--- config.mk ---
export PLATFORM = sky130hd
export DESIGN_NAME = aes_round_ctrl
export DESIGN_NICKNAME = d
export VERILOG_FILES = /design/src/rtl/aes_round_ctrl.sv
export SDC_FILE = /design/constraint.sdc
export NUM_CORES = 1
export LEC_CHECK = 0
export BUFFER_PORTS_ARGS = -buffer_cell sky130_fd_sc_hd__buf_2
export CAP_MARGIN = 10
export CORE_MARGIN = 5
export CORE_UTILIZATION = 45
export CTS_CLUSTER_SIZE = 30
export DETAILED_ROUTE_END_ITERATION = 7
export GPL_ROUTABILITY_DRIVEN = 0
export GPL_TIMING_DRIVEN = 0
export PLACE_DENSITY = 0.66
export SLEW_MARGIN = 20
export SYNTH_ARGS = -nofsm -noshare
export SYNTH_HDL_FRONTEND = slang
export SYNTH_SLANG_ARGS = --single-unit
export TNS_END_PERCENT = 5
--- constraint.sdc ---
create_clock -name int_osc -period 2.08 [get_ports int_osc]
set_clock_uncertainty 0.1 [all_clocks]
set_input_delay 0.208 -clock int_osc [delete_from_list [all_inputs] [get_ports int_osc]]
set_output_delay 0.208 -clock int_osc [all_outputs]
set_load 0.01 [all_outputs]
--- src/rtl/aes_round_ctrl.sv ---
// Sequencing FSM for an AES-128 encryption datapath: walks the stage blocks through
// the initial key addition, rounds 1-9 and the final round, guarded by a stall watchdog.
module aes_round_ctrl #(
  parameter int TIMEOUT = 15
) (
  input  logic       int_osc,
  input  logic       reset,
  input  logic       start,
  output logic       subenable,
  input  logic       subdone,
  output logic       rowenable,
  input  logic       rowsdone,
  output logic       mixenable,
  input  logic       mixdone,
  output logic       keyenable,
  input  logic       keydone,
  output logic       addenable,
  input  logic       adddone,
  output logic [3:0] round,
  output logic       busy,
  output logic       done,
  output logic       err
);

  typedef enum logic [2:0] {
    S_IDLE, S_SUB, S_ROWS, S_MIX, S_KEY, S_ADD, S_DONE, S_ERR
  } state_t;

  state_t     r_state;
  logic [3:0] r_round;
  logic       r_entered;
  logic [7:0] r_wdog;

  state_t w_next;
  logic   w_stage_done;
  logic   w_stage;

  assign w_stage = (r_state == S_SUB) || (r_state == S_ROWS) || (r_state == S_MIX) ||
                   (r_state == S_KEY) || (r_state == S_ADD);

  always_comb begin
    w_next       = r_state;
    w_stage_done = 1'b0;
    case (r_state)
      S_SUB: begin
        w_next       = S_ROWS;
        w_stage_done = subdone;
      end
      S_ROWS: begin
        // The final round has no mixcolumns step.
        w_next       = (r_round == 4'd10) ? S_KEY : S_MIX;
        w_stage_done = rowsdone;
      end
      S_MIX: begin
        w_next       = S_KEY;
        w_stage_done = mixdone;
      end
      S_KEY: begin
        w_next       = S_ADD;
        w_stage_done = keydone;
      end
      S_ADD: begin
        w_next       = (r_round == 4'd10) ? S_DONE : S_SUB;
        w_stage_done = adddone;
      end
      default: begin
        w_next       = r_state;
        w_stage_done = 1'b0;
      end
    endcase
  end

  always_ff @(posedge int_osc) begin
    if (reset) begin
      r_state   <= S_IDLE;
      r_round   <= 4'd0;
      r_entered <= 1'b0;
      r_wdog    <= 8'd0;
    end else begin
      case (r_state)
        S_IDLE: begin
          if (start) begin
            // Round 0 uses the raw key, so key expansion is skipped.
            r_state   <= S_ADD;
            r_round   <= 4'd0;
            r_entered <= 1'b0;
            r_wdog    <= 8'd0;
          end
        end
        S_SUB, S_ROWS, S_MIX, S_KEY, S_ADD: begin
          if (r_entered && w_stage_done) begin
            r_state   <= w_next;
            r_entered <= 1'b0;
            r_wdog    <= 8'd0;
            if ((r_state == S_ADD) && (r_round != 4'd10))
              r_round <= r_round + 4'd1;
          end else if (r_wdog == 8'(TIMEOUT)) begin
            r_state   <= S_ERR;
            r_entered <= 1'b0;
            r_wdog    <= 8'd0;
          end else begin
            r_entered <= 1'b1;
            r_wdog    <= r_wdog + 8'd1;
          end
        end
        S_DONE: begin
          r_state <= S_IDLE;
          r_round <= 4'd0;
        end
        default: begin
          r_state <= S_ERR;
        end
      endcase
    end
  end

  assign subenable = (r_state == S_SUB);
  assign rowenable = (r_state == S_ROWS);
  assign mixenable = (r_state == S_MIX);
  assign keyenable = (r_state == S_KEY);
  assign addenable = (r_state == S_ADD);
  assign round     = r_round;
  assign busy      = w_stage;
  assign done      = (r_state == S_DONE);
  assign err       = (r_state == S_ERR);

endmodule

After elaboration in Yosys (flattened, before gate mapping)
Cells that the tools add are included.

$add $sub $neg: 2. Multipliers: 0. Divide/modulo/power cells: 0. $lt $le $gt $ge: 0. Eq/ne operators: 15. Shift-type cells: 0. Mux-type cells: 20. Bitwise gates (word level): 0. Reduce and logical (&&, ||, !) cells: 13.

Operators by type and width (count): 8-bit 2-to-1 mux (3); 8-bit one-hot mux with 2 select lines (1); 3-bit 2-to-1 mux (5); 3-bit one-hot mux with 5 select lines (1); 3-bit == test (second input constant) (4); 4-bit 2-to-1 mux (3); 4-bit one-hot mux with 3 select lines (1); 3-bit one-hot mux with 3 select lines (1); 8-bit by 1-bit adder with 8-bit output (second input constant) (1); 8-bit by 4-bit == test with 1-bit output (second input constant) (1); 7-bit != test (second input constant) (1); 3-bit by 2-bit == test with 1-bit output (second input constant) (2); 2-bit != test (second input constant) (3); 1-bit one-hot mux with 5 select lines (1); 5-bit OR reduction (1); 4-bit by 1-bit adder with 4-bit output (second input constant) (1); 4-bit == test (second input constant) (1); 1-bit logical OR (4); 4-bit != test (second input constant) (1); 4-bit AND reduction (1); 3-bit by 1-bit == test with 1-bit output (second input constant) (1); 3-bit zero test (1); 1-bit 2-to-1 mux (3); 3-bit != test (second input constant) (1); 6 further kinds (7).

Bits in registers: 16. Bits in latches: 0. Memory bits (writable): 0. Memory bits (read-only): 0. Input bits: 8. Output and inout port bits: 12. Word-level logic and storage cells: 54. Memories: 0.

Longest topological paths before layout
Gate-level depths: netlist of the first run.

Depth after elaboration: 5. Mapped depth: 7. Gate-level depth less buffers: 7.

Worst setup path after synthesis of the first run
Ideal clock, no wire load.

Path type: register to register. Start: register r_round[0], in the netlist round[0]. End: register r_round[3], in the netlist round[3]. Library setup time: 0.070 ns. Arrival time: 1.612 ns. Required time: 1.910 ns. Path slack: 0.298 ns. Stages on the path, launching flop included: 7. Buffers on the path: 0. Clock period less this slack: 1.782 ns. Cells stage by stage: dfxtp_1 inv_1 ha_1 and3b_1 nand4bb_1 or3_1 a21oi_1.

Word-level cells in the longest chain between the ends: 4. Elaborated cells on any way between the ends: 8. Classes of those cells: add/sub (1); eq/ne (2); mux (3); reduce/logical (2).

Ends and longest elaborated chain: start: declaration (RTL line 30) `logic [3:0] r_round;`; start signal: assignment (RTL line 96) `r_round <= r_round + 4'd1;`; 4-bit by 1-bit adder with 4-bit output / 4-bit != test (equally long branches) (RTL line 96, 95); 4-bit 2-to-1 mux / 1-bit logical AND (equally long branches) (RTL line 95) `if ((r_state == S_ADD) && (r_round != 4'd10))`; 4-bit 2-to-1 mux / 2-bit != test (equally long branches); 4-bit one-hot mux with 3 select lines / 4-bit AND reduction (equally long branches).

Parallel ways exist; a longest one is shown, timed or not. The select of a mux whose other input is x is not followed. A chain may end at the register's enable or synchronous reset.

Worst setup path in the final report of the first run
Start: register r_state[0]. End: register r_wdog[5].

Word-level cells in the longest chain between the ends: 5. Elaborated cells on any way between the ends: 14. Classes of those cells: eq/ne (6); mux (3); reduce/logical (5).

Ends and longest elaborated chain: start: declaration (RTL line 29) `state_t r_state;`; start signal: assignment (RTL line 92) `r_state <= w_next;`; 3-bit == test, or another cell as far along (RTL line 44, 80); 1-bit one-hot mux with 5 select lines (RTL line 44) `case (r_state)`; 1-bit logical AND (RTL line 91) `if (r_entered && w_stage_done) begin`; 8-bit 2-to-1 mux (RTL line 91); 8-bit one-hot mux with 2 select lines (RTL line 80) `case (r_state)`; end signal: assignment (RTL line 103) `r_wdog <= r_wdog + 8'd1;`; end: declaration (RTL line 32) `logic [7:0] r_wdog;`.

Parallel ways exist; a longest one is shown, timed or not.

==> results of run 1 <==
## what timing repair did
action,CTS,global route
buffers inserted,0,0
setup endpoints to repair,0,10
resized for setup,0,3
## cell usage after synthesis (3+ instances only)
| cell type | n | area (um2) |
|---|---|---|
| dfxtp_1 | 16 | 320 |
| nand2_1 | 16 | 60.1 |
| nor2_1 | 10 | 37.5 |
| a21oi_1 | 9 | 45.0 |
| nand3_1 | 7 | 35.0 |
| nand3b_1 | 7 | 52.6 |
| nor3_1 | 5 | 25.0 |
| o21ai_0 | 5 | 25.0 |
| or3_1 | 5 | 31.3 |
| a31oi_1 | 4 | 25.0 |
| clkbuf_1 | 4 | 15.0 |
| and3_1 | 3 | 18.8 |
| ha_1 | 3 | 37.5 |
| inv_1 | 3 | 11.3 |
| mux2i_1 | 3 | 30.0 |
| nand2b_1 | 3 | 18.8 |
## metrics by stage
step | std cells | util, % | hold slack (ns) | setup WS [ns]
global placement | 180 | 52.7 | 0.368 | 0.0881
floorplan | 133 | - | 0.214 | 0.298
global route | 184 | 55.2 | 0.112 | -0.0516
detailed placement | 180 | 52.7 | 0.380 | 0.0888
CTS | 184 | 54.4 | 0.0891 | 0.0760
finish | 184 | 55.2 | 0.0997 | 0.0812
## layout make-up
| cell class | count | area (um2) | share of cell area (%) |
|---|---|---|---|
| multi-input combinational | 107 | 676 | 55.8 |
| sequential | 16 | 320 | 26.5 |
| timing repair buffer | 19 | 95.1 | 7.86 |
| clock buffer | 4 | 36.3 | 3.00 |
| buffer | 7 | 36.3 | 3.00 |
| tap | 28 | 35.0 | 2.90 |
| inverter | 3 | 11.3 | 0.931 |
## power groups by stage
stage | clock, mW | sequential, mW | combinational (mW)
final | 0.209 | 0.405 | 0.691
after global routing | 0.231 | 0.412 | 0.784
after CTS | 0.216 | 0.402 | 0.669
after detailed placement | 0 | 0.410 | 0.668
after global placement | 0 | 0.409 | 0.662
after floorplan | 0 | 0.401 | 0.505
## worst max-delay path, delay by kind of cell, from the launching register on
family                 cells  cell delay [ns]
and+or+nand+nor            2             0.79
AOI/OAI and AO/OA          2             0.27
buffers and inverters      1             0.15
muxes                      1             0.26
DFF                        1             0.36
## worst paths after layout
kind              start          to  slack (ns)  cells after the start
max reg2reg  r_state[0]   r_wdog[5]        0.08                      6
max          r_state[0]   r_wdog[5]        0.08                      6
min               reset  r_state[1]         0.1                      2
min reg2reg   r_wdog[7]   r_wdog[7]        0.40                      2
## cells in the final DEF (no fill, tap or decap), types with 4 or more instances in the layout
master	n
a21oi_1	9
a31oi_1	4
buf_2	21
clkbuf_1	4
dfxtp_1	16
nand2_1	16
nand3_1	7
nand3b_1	7
nor2_1	10
nor3_1	5
o21ai_0	5
or3_1	5
## cell families after synthesis
group	count (synthesis)
AOI/OAI and AO/OA	33
xor gates and xnor gates	2
adders and majority gates	3
buffers and inverters	10
DFF	16
muxes	3
and+or+nand+nor	66
## metal layers
metal  vias up  share of wire (%)
li1        530                  -
met1       477                 45
met2        23                 48
met3         6                5.1
met4         0                1.4
met5         -                  0
## flip-flops by register name (all words and copies together), names as in the netlist
| signal | count |
|---|---|
| r_entered | 1 |
| round | 4 |
| r_state | 3 |
| r_wdog | 8 |
==> results.cfg, run 1 <==
[run_status]
run_status = complete, no violations

[clocking]
root_buffer = clkbuf_4
clk_pin_slew_worst_paths_ns = 0.10
cts_tree = yes
cts-buffers-inserted = 3
clock-sinks = 16
cts_hold_buf = 0
h-tree-depth = 1
cts.path.max_buffers = 2
clk-insertion-delay-late_ns = 0.28

[synthesis]
yosys.area_share.xor_xnor_pct = 1.71
synth_seq_cells = 16
synth_top_family_by_area = simple AND/OR/NAND/NOR gates
ys_warn_count = 0
synthFlopType = dfxtp_1
synth_adder_area_share_pct = 3.66
synth_seq_area_share_pct = 31.3
synth-edff-count = 0
syn_inst = 133
syn_nets = 144
yosys.area_share.simple_pct = 34.8
yosysUniqueCellTypes = 39
synth.cell_area_mm2 = 0.00102
synth_compound_area_share_pct = 21.0
avgSynthCellArea_um2 = 7.70
synthArstFlopShare_pct = 0
yosys-mux-area-fraction_pct = 2.93

[global_routing]
grt_max_degree = 11
grt_pass1_vias = 906
grt_first_pass_wirelength_um = 3900
use_met3_pct = 2.90
grt_usage_pct = 14.3
use_met2_pct = 23.5
grt-busiest-layer = met2
grt_overflow = 0
antenna_found_initial = 0
gr-usage-met1_pct = 18.2

[floorplan]
chipHeight_um = 57.7
initial_core_util_pct = 46.8
pin_count = 20
die_w_um = 57.7
core_mm2 = 0.00219
row_count = 17
die_area_mm2 = 0.00333

[routing]
dr.pass1.iters = 5
ant_nets = 0
drtIter0Drc = 34
viasPerCell = 5.63
drc = 0
totalWireLength_um = 2430
routedWlPerCell_um = 13.2
vias = 1036

[worst_setup_path]
crit_slowest_cell = or3_1
critPathRequiredTime_ns = 2.20
cp_max_fo = 10
crit_chain = buf_6 > mux2i_1 > o32ai_2 > or3_1 > or3_1 > a31oi_1
start_kind = register
cp-end-kind = register
crit_type = register to register
cp_data_arrival_time_ns = 2.12
cp_common_cell = or3_1
cpPeakStageDelay_ns = 0.43

[sta]
max_freq_mhz = 500
fin_setup_tns_ns = 0
rsz0062_at_grt = true
final.min_clock_period_ns = 2.00
finalHoldViolCount = 0
worstMarginPinSlew_ns = 0.638
min_period_over_period_pct = 96.1
setup_viol_count_final = 0
maxSlewViolCount = 0
slew_headroom_pct = 57.1

[place]
postPlaceCellArea_mm2 = 0.00115
port_buffers = 19
hpwlAfterDp_um = 1800

[cells_and_area]
antenna_cells = 0
drive_above_1_share_pct = 19.2
final_area_mm2 = 0.00121
fillCellCount = 216
area_growth_pct = 18.1
final_nets = 168

[pwr]
leakagePower_nw = 0.483
ir_drop_uv = 554
swShare_pct = 43.9
p_per_area_mw_per_mm2 = 1080
pwr-share-seq_pct = 31.0
clkPwrFrac_pct = 16.0
power_mw = 1.31
comb_power_share_pct = 52.9
p_sw_mw = 0.573
internal_power_mw = 0.732

[hold_path]
hold_path.class = primary input to register

[run]
drv_cap = 0
(Power assumes the default switching activity.)
==> run 2: changes to the inputs <==
ABC_AREA = 1   (was unset)
RECOVER_POWER = 100   (was unset)
==> run 2 against run 1 <==
Compared with the run above:
- sequential power fell by 2%
- maximum frequency rose by 5.1%
- clock power about the same
==> results.cfg, run 2 <==
[run_status]
run_status = complete, no violations

[synthesis]
synth-edff-count = 0
synthFlopType = dfxtp_1
yosysUniqueCellTypes = 27
synthTopCellsByArea = dfxtp_1, nor2_1, nand2_1
syn_inst = 148
syn_nets = 159
synth_common_cells = nor2_1, nand2_1, inv_1
synth.most_common_cell = nor2_1
synth_area_leader_cell = dfxtp_1
synth_seq_cells = 16
synth_seq_area_share_pct = 31.9
synth.cell_area_mm2 = 0.00100
ys_warn_count = 0
avgSynthCellArea_um2 = 6.78
synth_top_area_share_pct = 31.9
synthArstFlopShare_pct = 0

[worst_setup_path]
crit_chain = inv_1 > nand3_2 > nand4_1 > nor2_4 > inv_2 > buf_2
cp_max_fo = 7
cp-end-kind = output port
crit_slowest_cell = dfxtp_1
start_kind = register
path_buf_inv = 3
cp_data_arrival_time_ns = 1.59
rrSetupSlack_ns = 0.23
cpPeakStageDelay_ns = 0.46
critical-path-top-delay-family = simple AND/OR/NAND/NOR gates
crit_type = register to output port
critPathRequiredTime_ns = 1.77

[cells_and_area]
final_cell_mix = nor2_1, nand2_1, inv_1, dfxtp_1, nand3_1
final_nets = 183
antenna_cells = 0
largest_reg_flops = 8
final_area_mm2 = 0.00113
area_growth_pct = 13.1
fillCellCount = 241
regMostFlops = r_wdog
finalNonFillerCells = 199
utilization_pct = 52.3
final_common_cell = nor2_1
drive_above_1_share_pct = 15.8

[floorplan]
die_w_um = 57.2
chipHeight_um = 57.2
core_mm2 = 0.00217
die_area_mm2 = 0.00327
row_count = 17
initial_core_util_pct = 46.3
pin_count = 20

[sta]
max_freq_mhz = 526
min_period_over_period_pct = 91.4
maxSlewViolCount = 0
whs_ns = 0.0575
worstMarginPinSlew_ns = 0.336
rsz0062_at_grt = false
final.min_clock_period_ns = 1.90
finalHoldViolCount = 0
setup_viol_count_final = 0
fin_setup_tns_ns = 0
slew_headroom_pct = 77.5
postLayoutSetupSlackWorst_ns = 0.178

[clocking]
cts.path.max_buffers = 2
cts_hold_buf = 0
clock-sinks = 16
cts_setup_buffers = 0
cts_resized = 0
clk_pin_slew_worst_paths_ns = 0.10
cts-buffers-inserted = 3
root_buffer = clkbuf_4
clk-insertion-delay-late_ns = 0.28
cts_tree = yes
h-tree-depth = 1

[routing]
ant_nets = 0
vias = 980
drtIter0Drc = 31
drc = 0
viasPerCell = 4.92
routedWlPerCell_um = 10.6
totalWireLength_um = 2120
dr.pass1.iters = 4

[global_routing]
grt_overflow = 0
grt_max_degree = 10
antenna_found_initial = 0
grt_first_pass_wirelength_um = 3570
grt_usage_pct = 13.5
grt_pass1_vias = 857

[pwr]
ir_drop_uv = 576
p_per_area_mw_per_mm2 = 1220
leakagePower_nw = 0.512
power_mw = 1.39

[hold_path]
hold_path.class = primary input to register

[place]
place_ws_ns = 0.357
dp.cells = 195
postPlaceCellArea_mm2 = 0.00113
port_buffers = 19
hpwlAfterDp_um = 1680

[run]
drv_cap = 0
## run 2: cell types whose count changed after synthesis, sizes merged, moves of 5 or more
cell | before | now
or3 | 5 | 0
nor2 | 10 | 28
nand4 | 0 | 6
nand2 | 16 | 28
nand3b | 7 | 0
inv | 3 | 23
nand3 | 7 | 16
## run 2: path summary, 6_finish.rpt
| path | endpoint | cells after the start | startpoint |
|---|---|---|---|
| max reg2reg | r_state[1] | 10 | r_state[1] |
| min reg2reg | r_wdog[1] | 2 | r_wdog[1] |
| min | r_state[2] | 2 | reset |
| max | busy | 6 | r_state[1] |
## run 2: cell type report
| cell class | instances | area, um2 | area share [%] |
|---|---|---|---|
| Multi-Input combinational cell | 107 | 554 | 48.8 |
| Sequential cell | 16 | 320 | 28.2 |
| Inverter | 23 | 86.3 | 7.61 |
| Timing Repair Buffer | 19 | 83.8 | 7.39 |
| Clock buffer | 4 | 36.3 | 3.20 |
| Tap cell | 28 | 35.0 | 3.09 |
| Buffer | 2 | 18.8 | 1.65 |
## run 2: cells by family (layout without fill, tap and decap cells)
group,after synthesis,in the layout,synth area share [%]
simple gates,84,84,41.5
buf+inv,25,48,10.5
compound gates,16,16,8.85
flops,16,16,31.9
xor+xnor,4,4,3.49
fa+ha+maj,3,3,3.74
## run 2: report_power, final
group | internal [mW] | leakage, nW | total [mW] | switching [mW]
Sequential | 0.358 | 0.130 | 0.397 | 0.0394
Combinational | 0.273 | 0.360 | 0.783 | 0.510
Clock | 0.106 | 0.0210 | 0.207 | 0.100
## run 2: worst register-to-register path: cells and delay by family, from the launching register on
kind | cells | cell delay (ns)
DFF | 1 | 0.39
AOI/OAI and AO/OA | 1 | 0.13
buffers and inverters | 1 | 0.15
and+or+nand+nor | 8 | 0.98
## run 2: per-layer routing
layer / global-route usage, % / share of wire [%]
met2: 23.2 / 47
met5: 0 / 0
met4: 4.97 / 0.57
met3: 3.39 / 6.1
met1: 16.1 / 46
